**src/rtl/ttt_pkg.sv**
```systemverilog
// ttt_pkg: shared cell codes, colours and drawing geometry for the tic-tac-toe pixel generator
package ttt_pkg;
    localparam logic [1:0] EMPTY = 2'b00;
    localparam logic [1:0] X     = 2'b01;
    localparam logic [1:0] O     = 2'b10;

    localparam logic [2:0] BLACK   = 3'b000;
    localparam logic [2:0] WHITE   = 3'b111;
    localparam logic [2:0] MAGENTA = 3'b101;
    localparam logic [2:0] YELLOW  = 3'b110;
    localparam logic [2:0] RED     = 3'b100;
    localparam logic [2:0] BLUE    = 3'b001;
    localparam logic [2:0] GREEN   = 3'b010;

    localparam int GRID_HW = 2;
    localparam int CUR_LO  = 4;
    localparam int CUR_HI  = 7;
    localparam int GLYPH_M = 16;
    localparam int STROKE  = 3;
    localparam int R_IN    = 36;
    localparam int R_OUT   = 44;
    localparam int R_IN2   = R_IN * R_IN;
    localparam int R_OUT2  = R_OUT * R_OUT;

    function automatic logic in_rng(input logic [9:0] v, input logic [9:0] lo, input logic [9:0] hi);
        return v >= lo && v <= hi;
    endfunction
endpackage

```
**src/rtl/ttt_pixel_gen_if.sv**
```systemverilog
// ttt_pixel_gen_if: sync-stage timing, game state in; delayed syncs and colour out
// master drives p_tick/pixel_x/pixel_y/video_on/hsync_in/vsync_in/board/cursor/game_over
// slave drives hsync/vsync/rgb
interface ttt_pixel_gen_if;
    logic        p_tick;
    logic [9:0]  pixel_x;
    logic [9:0]  pixel_y;
    logic        video_on;
    logic        hsync_in;
    logic        vsync_in;
    logic [17:0] board;
    logic [3:0]  cursor;
    logic        game_over;
    logic        hsync;
    logic        vsync;
    logic [2:0]  rgb;

    modport master (
        output p_tick, pixel_x, pixel_y, video_on, hsync_in, vsync_in, board, cursor, game_over,
        input  hsync, vsync, rgb
    );
    modport slave (
        input  p_tick, pixel_x, pixel_y, video_on, hsync_in, vsync_in, board, cursor, game_over,
        output hsync, vsync, rgb
    );
endinterface

```
**src/rtl/ttt_cell_glyph.sv**
```systemverilog
// ttt_cell_glyph: X/O glyph hit test for an in-cell offset (ox, oy)
// in: ox, oy (0..CELL-1), code (cell code); out: x_on, o_on
module ttt_cell_glyph
    import ttt_pkg::*;
#(
    parameter int CELL = 120
) (
    input  logic [6:0] ox,
    input  logic [6:0] oy,
    input  logic [1:0] code,
    output logic       x_on,
    output logic       o_on
);
    localparam logic [6:0] C  = 7'(CELL / 2);
    localparam logic [6:0] LO = 7'(GLYPH_M);
    localparam logic [6:0] HI = 7'(CELL - 1 - GLYPH_M);
    localparam logic [7:0] AD = 8'(CELL - 1);
    logic [6:0]  ax, ay, dd;
    logic [7:0]  s, ds;
    logic [12:0] d2;
    always_comb begin
        ax = ox >= C ? ox - C : C - ox;
        ay = oy >= C ? oy - C : C - oy;
        d2 = 13'(ax) * 13'(ax) + 13'(ay) * 13'(ay);
        dd = ox >= oy ? ox - oy : oy - ox;
        s  = {1'b0, ox} + {1'b0, oy};
        ds = s >= AD ? s - AD : AD - s;
        x_on = code == X && ox >= LO && ox <= HI && oy >= LO && oy <= HI
               && (dd <= 7'(STROKE) || ds <= 8'(STROKE));
        o_on = code == O && d2 >= 13'(R_IN2) && d2 <= 13'(R_OUT2);
    end
endmodule

```
**src/rtl/ttt_pixel_gen.sv**
```systemverilog
// ttt_pixel_gen: draws board, glyphs and blinking cursor with a 2-p_tick pipeline
// in: clk, reset, bus.{p_tick, pixel_x, pixel_y, video_on, hsync_in, vsync_in, board, cursor, game_over}
// out: bus.{hsync, vsync, rgb}
module ttt_pixel_gen
    import ttt_pkg::*;
#(
    parameter int BOARD_X0     = 140,
    parameter int BOARD_Y0     = 60,
    parameter int CELL         = 120,
    parameter int BLINK_FRAMES = 30
) (
    input  logic          clk,
    input  logic          reset,
    ttt_pixel_gen_if.slave bus
);
    logic [17:0] sh_board;
    logic [3:0]  sh_cursor;
    logic        sh_over;
    logic [5:0]  fcnt;
    logic        blink_on;
    logic [9:0]  nx, ny, lx, ly;
    logic        in_b, vo1, hs1, vs1;
    logic [1:0]  cx, cy, code;
    logic [6:0]  ox, oy;
    logic [3:0]  idx;
    logic [4:0]  bi;
    logic        grid, cur, x_on, o_on;
    logic [2:0]  rgb_n;

    function automatic logic on_line(input logic [9:0] v);
        return in_rng(v, 10'(CELL - GRID_HW), 10'(CELL + GRID_HW - 1))
            || in_rng(v, 10'(2 * CELL - GRID_HW), 10'(2 * CELL + GRID_HW - 1));
    endfunction

    function automatic logic band(input logic [6:0] v);
        return in_rng({3'b0, v}, 10'(CUR_LO), 10'(CUR_HI))
            || in_rng({3'b0, v}, 10'(CELL - 1 - CUR_HI), 10'(CELL - 1 - CUR_LO));
    endfunction

    assign nx = bus.pixel_x - 10'(BOARD_X0);
    assign ny = bus.pixel_y - 10'(BOARD_Y0);

    always_ff @(posedge clk) begin
        if (reset) begin
            {lx, ly, in_b, vo1, hs1, vs1} <= '0;
            {bus.rgb, bus.hsync, bus.vsync} <= '0;
            sh_board  <= '0;
            sh_cursor <= 4'hf;
            sh_over   <= 1'b0;
            fcnt      <= '0;
            blink_on  <= 1'b0;
        end else if (bus.p_tick) begin
            lx        <= nx;
            ly        <= ny;
            in_b      <= nx < 10'(3 * CELL) && ny < 10'(3 * CELL);
            vo1       <= bus.video_on;
            hs1       <= bus.hsync_in;
            vs1       <= bus.vsync_in;
            bus.rgb   <= rgb_n;
            bus.hsync <= hs1;
            bus.vsync <= vs1;
            // first blanked line after the visible area: snapshot game state for the next frame
            if (bus.pixel_x == 10'd0 && bus.pixel_y == 10'd480) begin
                sh_board  <= bus.board;
                sh_cursor <= bus.cursor;
                sh_over   <= bus.game_over;
                fcnt      <= fcnt == 6'(BLINK_FRAMES - 1) ? 6'd0 : fcnt + 6'd1;
                if (fcnt == 6'(BLINK_FRAMES - 1))
                    blink_on <= ~blink_on;
            end
        end
    end

    always_comb begin
        cx   = lx < 10'(CELL) ? 2'd0 : lx < 10'(2 * CELL) ? 2'd1 : 2'd2;
        cy   = ly < 10'(CELL) ? 2'd0 : ly < 10'(2 * CELL) ? 2'd1 : 2'd2;
        ox   = 7'(lx - (cx == 2'd0 ? 10'd0 : cx == 2'd1 ? 10'(CELL) : 10'(2 * CELL)));
        oy   = 7'(ly - (cy == 2'd0 ? 10'd0 : cy == 2'd1 ? 10'(CELL) : 10'(2 * CELL)));
        idx  = 4'(3 * cy + cx);
        bi   = {idx, 1'b0};
        code = sh_board[bi +: 2];
        grid = in_b && (on_line(lx) || on_line(ly));
        cur  = in_b && blink_on && !sh_over && sh_cursor == idx && (band(ox) || band(oy));
        rgb_n = !vo1         ? BLACK
              : grid         ? (sh_over && blink_on ? MAGENTA : WHITE)
              : cur          ? YELLOW
              : in_b && x_on ? RED
              : in_b && o_on ? BLUE
              : in_b         ? BLACK
              :                GREEN;
    end

    ttt_cell_glyph #(.CELL(CELL)) u_glyph (
        .ox   (ox),
        .oy   (oy),
        .code (code),
        .x_on (x_on),
        .o_on (o_on)
    );
endmodule

```
**src/flat_wrapper.sv**
```systemverilog
// flat-port wrapper written by rule: the top's interface ports become plain ports
module ttt_pixel_gen_flat import ttt_pkg::*;
#(
    parameter int BOARD_X0     = 140,
    parameter int BOARD_Y0     = 60,
    parameter int CELL         = 120,
    parameter int BLINK_FRAMES = 30
)
  (clk, reset, bus_p_tick, bus_pixel_x, bus_pixel_y, bus_video_on, bus_hsync_in, bus_vsync_in, bus_board, bus_cursor, bus_game_over, bus_hsync, bus_vsync, bus_rgb);
  ttt_pixel_gen_if bus_i ();
  input  logic clk;
  input  logic reset;
  input wire logic [$bits(bus_i.p_tick)-1:0] bus_p_tick;
  input wire logic [$bits(bus_i.pixel_x)-1:0] bus_pixel_x;
  input wire logic [$bits(bus_i.pixel_y)-1:0] bus_pixel_y;
  input wire logic [$bits(bus_i.video_on)-1:0] bus_video_on;
  input wire logic [$bits(bus_i.hsync_in)-1:0] bus_hsync_in;
  input wire logic [$bits(bus_i.vsync_in)-1:0] bus_vsync_in;
  input wire logic [$bits(bus_i.board)-1:0] bus_board;
  input wire logic [$bits(bus_i.cursor)-1:0] bus_cursor;
  input wire logic [$bits(bus_i.game_over)-1:0] bus_game_over;
  output wire logic [$bits(bus_i.hsync)-1:0] bus_hsync;
  output wire logic [$bits(bus_i.vsync)-1:0] bus_vsync;
  output wire logic [$bits(bus_i.rgb)-1:0] bus_rgb;
  assign bus_i.p_tick = bus_p_tick;
  assign bus_i.pixel_x = bus_pixel_x;
  assign bus_i.pixel_y = bus_pixel_y;
  assign bus_i.video_on = bus_video_on;
  assign bus_i.hsync_in = bus_hsync_in;
  assign bus_i.vsync_in = bus_vsync_in;
  assign bus_i.board = bus_board;
  assign bus_i.cursor = bus_cursor;
  assign bus_i.game_over = bus_game_over;
  assign bus_hsync = bus_i.hsync;
  assign bus_vsync = bus_i.vsync;
  assign bus_rgb = bus_i.rgb;
  ttt_pixel_gen #(.BOARD_X0(BOARD_X0), .BOARD_Y0(BOARD_Y0), .CELL(CELL), .BLINK_FRAMES(BLINK_FRAMES)) u_core (.clk(clk), .reset(reset), .bus(bus_i));
endmodule
```
**config.mk**
```make
export PLATFORM = sky130hd
export DESIGN_NAME = ttt_pixel_gen_flat
export DESIGN_NICKNAME = d
export VERILOG_FILES = /design/src/rtl/ttt_pkg.sv /design/src/rtl/ttt_pixel_gen_if.sv /design/src/rtl/ttt_cell_glyph.sv /design/src/rtl/ttt_pixel_gen.sv /design/src/flat_wrapper.sv
export SDC_FILE = /design/constraint.sdc
export NUM_CORES = 1
export LEC_CHECK = 0
export ABC_AREA = 0
export CORE_ASPECT_RATIO = 0.9
export CORE_MARGIN = 2
export CORE_UTILIZATION = 66
export DETAILED_ROUTE_END_ITERATION = 12
export GPL_TIMING_DRIVEN = 0
export PLACE_DENSITY_LB_ADDON = 0.1
export SYNTH_ARGS = -nofsm -noshare
export SYNTH_HDL_FRONTEND = slang
export SYNTH_SLANG_ARGS = --single-unit
```
**constraint.sdc**
```tcl
create_clock -name clk -period 16.4 [get_ports clk]
set_input_delay 4.92 -clock clk [delete_from_list [all_inputs] [get_ports clk]]
set_output_delay 4.92 -clock clk [all_outputs]
set_load 0.03 [all_outputs]
```
==> metrics <==
post-synthesis cell area=approximately 7600 um^2; die area=between 10000 and 15000 um^2; max incr delay on CP=about 540 ps; worst hold margin=between 400 and 500 ps; Rel. slew slack=0.431; status=finished, final reports clean; nets@finish=about 1200; FMAX=a little under 100 MHz; number of port buffers=51; initial antenna violation count=0; syn_area_per_cell=8.06 um^2; Tcrit/Tclk final=0.614; Final TNS setup=0 ps; largest family of logic cells by synthesized area=adder cells; post-synthesis sequential area ratio=0.155; DR WL/cell=between 15 and 20 um; first-pass GRT wire length=30800 um; endpoints failing setup=0; XOR/XNOR Fraction of Synth Area=0.0625; Clock transition at path regs=~50 ps; Die W=~120 um; first-pass iteration count of the detailed router=6; total number of vias=around 7000; crit end category=register; clk buf depth=2; worst-margin pin slew=about 850 ps; Syn-to-layout area delta=13.7%; GR Util All Layers=0.310; Buf+Inv Stages, Crit Path=9; slowest CP cell=fa_1; Arr. time, crit path=a little over 10000 ps; Post-DRT Antenna Nets=0; startpoint types=register; total CTS buffers=9; htree depth=3; CTS resizes=0; Post-DP HPWL=14600 um; Worst path top cell family by delay=adder cells; clk sinks=59; antenna cells=0; GPL Wtd Cong=1.04; Slew Limit Fails=0; fraction of layout instances using a drive strength above 1=0.0434; final hold vios=0; Post-synth top cells=107 x inv_1, 100 x nand2_1, 95 x ha_1; Final Critical Period=10070 ps; Finished Core Util=0.764; vias in the first global route=6608; mux cell area share after synthesis=0.0425; hold buffer count at CTS=0; most numerous cell in the Yosys netlist=inv_1; Worst Hold Class=register to register; Synth Instances=about 950; Total Wirelength=18200 um; Primary FF master, synth=dfxtp_1; Simple-Gate Fraction of Synth Area=0.197; maximum number of pins on one net before global-route repair=12; ys async rst share=0; Setup CP Type=register to register; Post-synth EDFFs=0; leading area contributor after synthesis=ha_1; row cnt=37; DRC Markers=0; Max Cap Violations=0; total global routing overflow=0; Post-Route Skew=3.15 ps; synth warn=0; filler instances=825; Vias/cell=a little under 6; Compound-Gate Fraction of Synth Area=0.176; CTS root buf=clkbuf_16; Post CTS Setup Buffer Count=0; Ports=between 50 and 60; Core ar.=11300 um^2; RSZ-0062 raised after global routing=false; flops & latches, synth=approximately 60; CTS tree=done; worst-path maximum fanout=10; Synth top area share=0.156; top post-synthesis cells by area=ha_1 16%, dfxtp_1 15%, fa_1 14%; adder-cell share of the synthesized area=0.292; required arrival time at the worst endpoint=roughly 17000 ps; clk_lat worst skew=between 300 and 400 ps; syn_nets=between 1000 and 1500; Vert. Die Dim=between 100 and 150 um; initial core utilization=0.672; synth unique cells=76; initial DRC count=391
-- sequential cells by signal (all words and copies together) (netlist names) --
| signal | flops |
|---|---|
| u_core.blink_on | 1 |
| u_core.bus.hsync | 1 |
| u_core.bus.rgb | 3 |
| u_core.bus.vsync | 1 |
| u_core.fcnt | 6 |
| u_core.hs1 | 1 |
| u_core.in_b | 1 |
| u_core.lx | 10 |
| u_core.ly | 10 |
| u_core.sh_board | 18 |
| u_core.sh_cursor | 4 |
| u_core.sh_over | 1 |
| u_core.vo1 | 1 |
| u_core.vs1 | 1 |
-- layout by cell type (no fill, tap or decap), drive strengths merged, types with 20 or more instances in the layout --
master	count
a21oi	68
clkbuf	40
clkdlybuf4s50	51
dfxtp	59
fa	52
ha	95
inv	111
mux2i	20
nand2	101
nor2	93
o21ai	33
xnor2	33
-- cells by family after synthesis --
group                      Yosys count
AOI/OAI and AO/OA                  199
xor gates and xnor gates            52
adders and majority gates          147
buffers and inverters              149
DFF                                 59
muxes                               27
and+or+nand+nor                    313
-- per-stage QoR --
| step | std cells | worst slack (ps) | instance area (um^2) |
|---|---|---|---|
| floorplan | 946 | 7750 | 7620 |
| global placement | 1153 | 6730 | 8330 |
| detailed placement | 1154 | 6500 | 8340 |
| CTS | 1170 | 6430 | 8670 |
| global route | 1170 | 5560 | 8670 |
| finish | 1170 | 6330 | 8670 |
-- routing by layer --
metal | vias to the layer above | track usage | part of all wire
met4 | 0 | 0.119 | 0.034
met2 | 246 | 0.508 | 0.47
met1 | 3197 | 0.413 | 0.44
met3 | 47 | 0.0439 | 0.060
met5 | - | 0 | 0
li1 | 3378 | - | -
-- worst paths after layout --
path                              startpoint                              end  slack [ps]  depth (start not counted)
max reg2reg        u_core.lx[4]$_SDFFE_PP0P_   u_core.bus.rgb[0]$_SDFFE_PP0P_        6330                         38
max                u_core.lx[4]$_SDFFE_PP0P_   u_core.bus.rgb[0]$_SDFFE_PP0P_        6330                         38
min reg2reg  u_core.sh_board[6]$_SDFFE_PP0P_  u_core.sh_board[6]$_SDFFE_PP0P_         450                          2
min          u_core.sh_board[6]$_SDFFE_PP0P_  u_core.sh_board[6]$_SDFFE_PP0P_         450                          2
-- worst register-to-register path: cells and delay by family, from the launching register on --
| kind | cells | cell delay (ps) |
|---|---|---|
| flops | 1 | 380 |
| fa+ha+maj | 9 | 3850 |
| simple gates | 8 | 1590 |
| xor+xnor | 2 | 730 |
| compound gates | 10 | 2370 |
| buf+inv | 9 | 1050 |
-- final cells by class --
cell class              count  area (um^2)  share of cell area
multi-input cells         738         5880               0.678
flip-flops and latches     59         1180               0.136
repair buffers             52          518              0.0597
inverters                 112          420              0.0485
clock buffers              10          239              0.0276
well taps                 156          195              0.0225
plain buffers              37          149              0.0172
clock inverters             6         88.8              0.0102
Power is not shown: default switching activity piles up to over one toggle a cycle in this logic, so the estimate is an artifact.
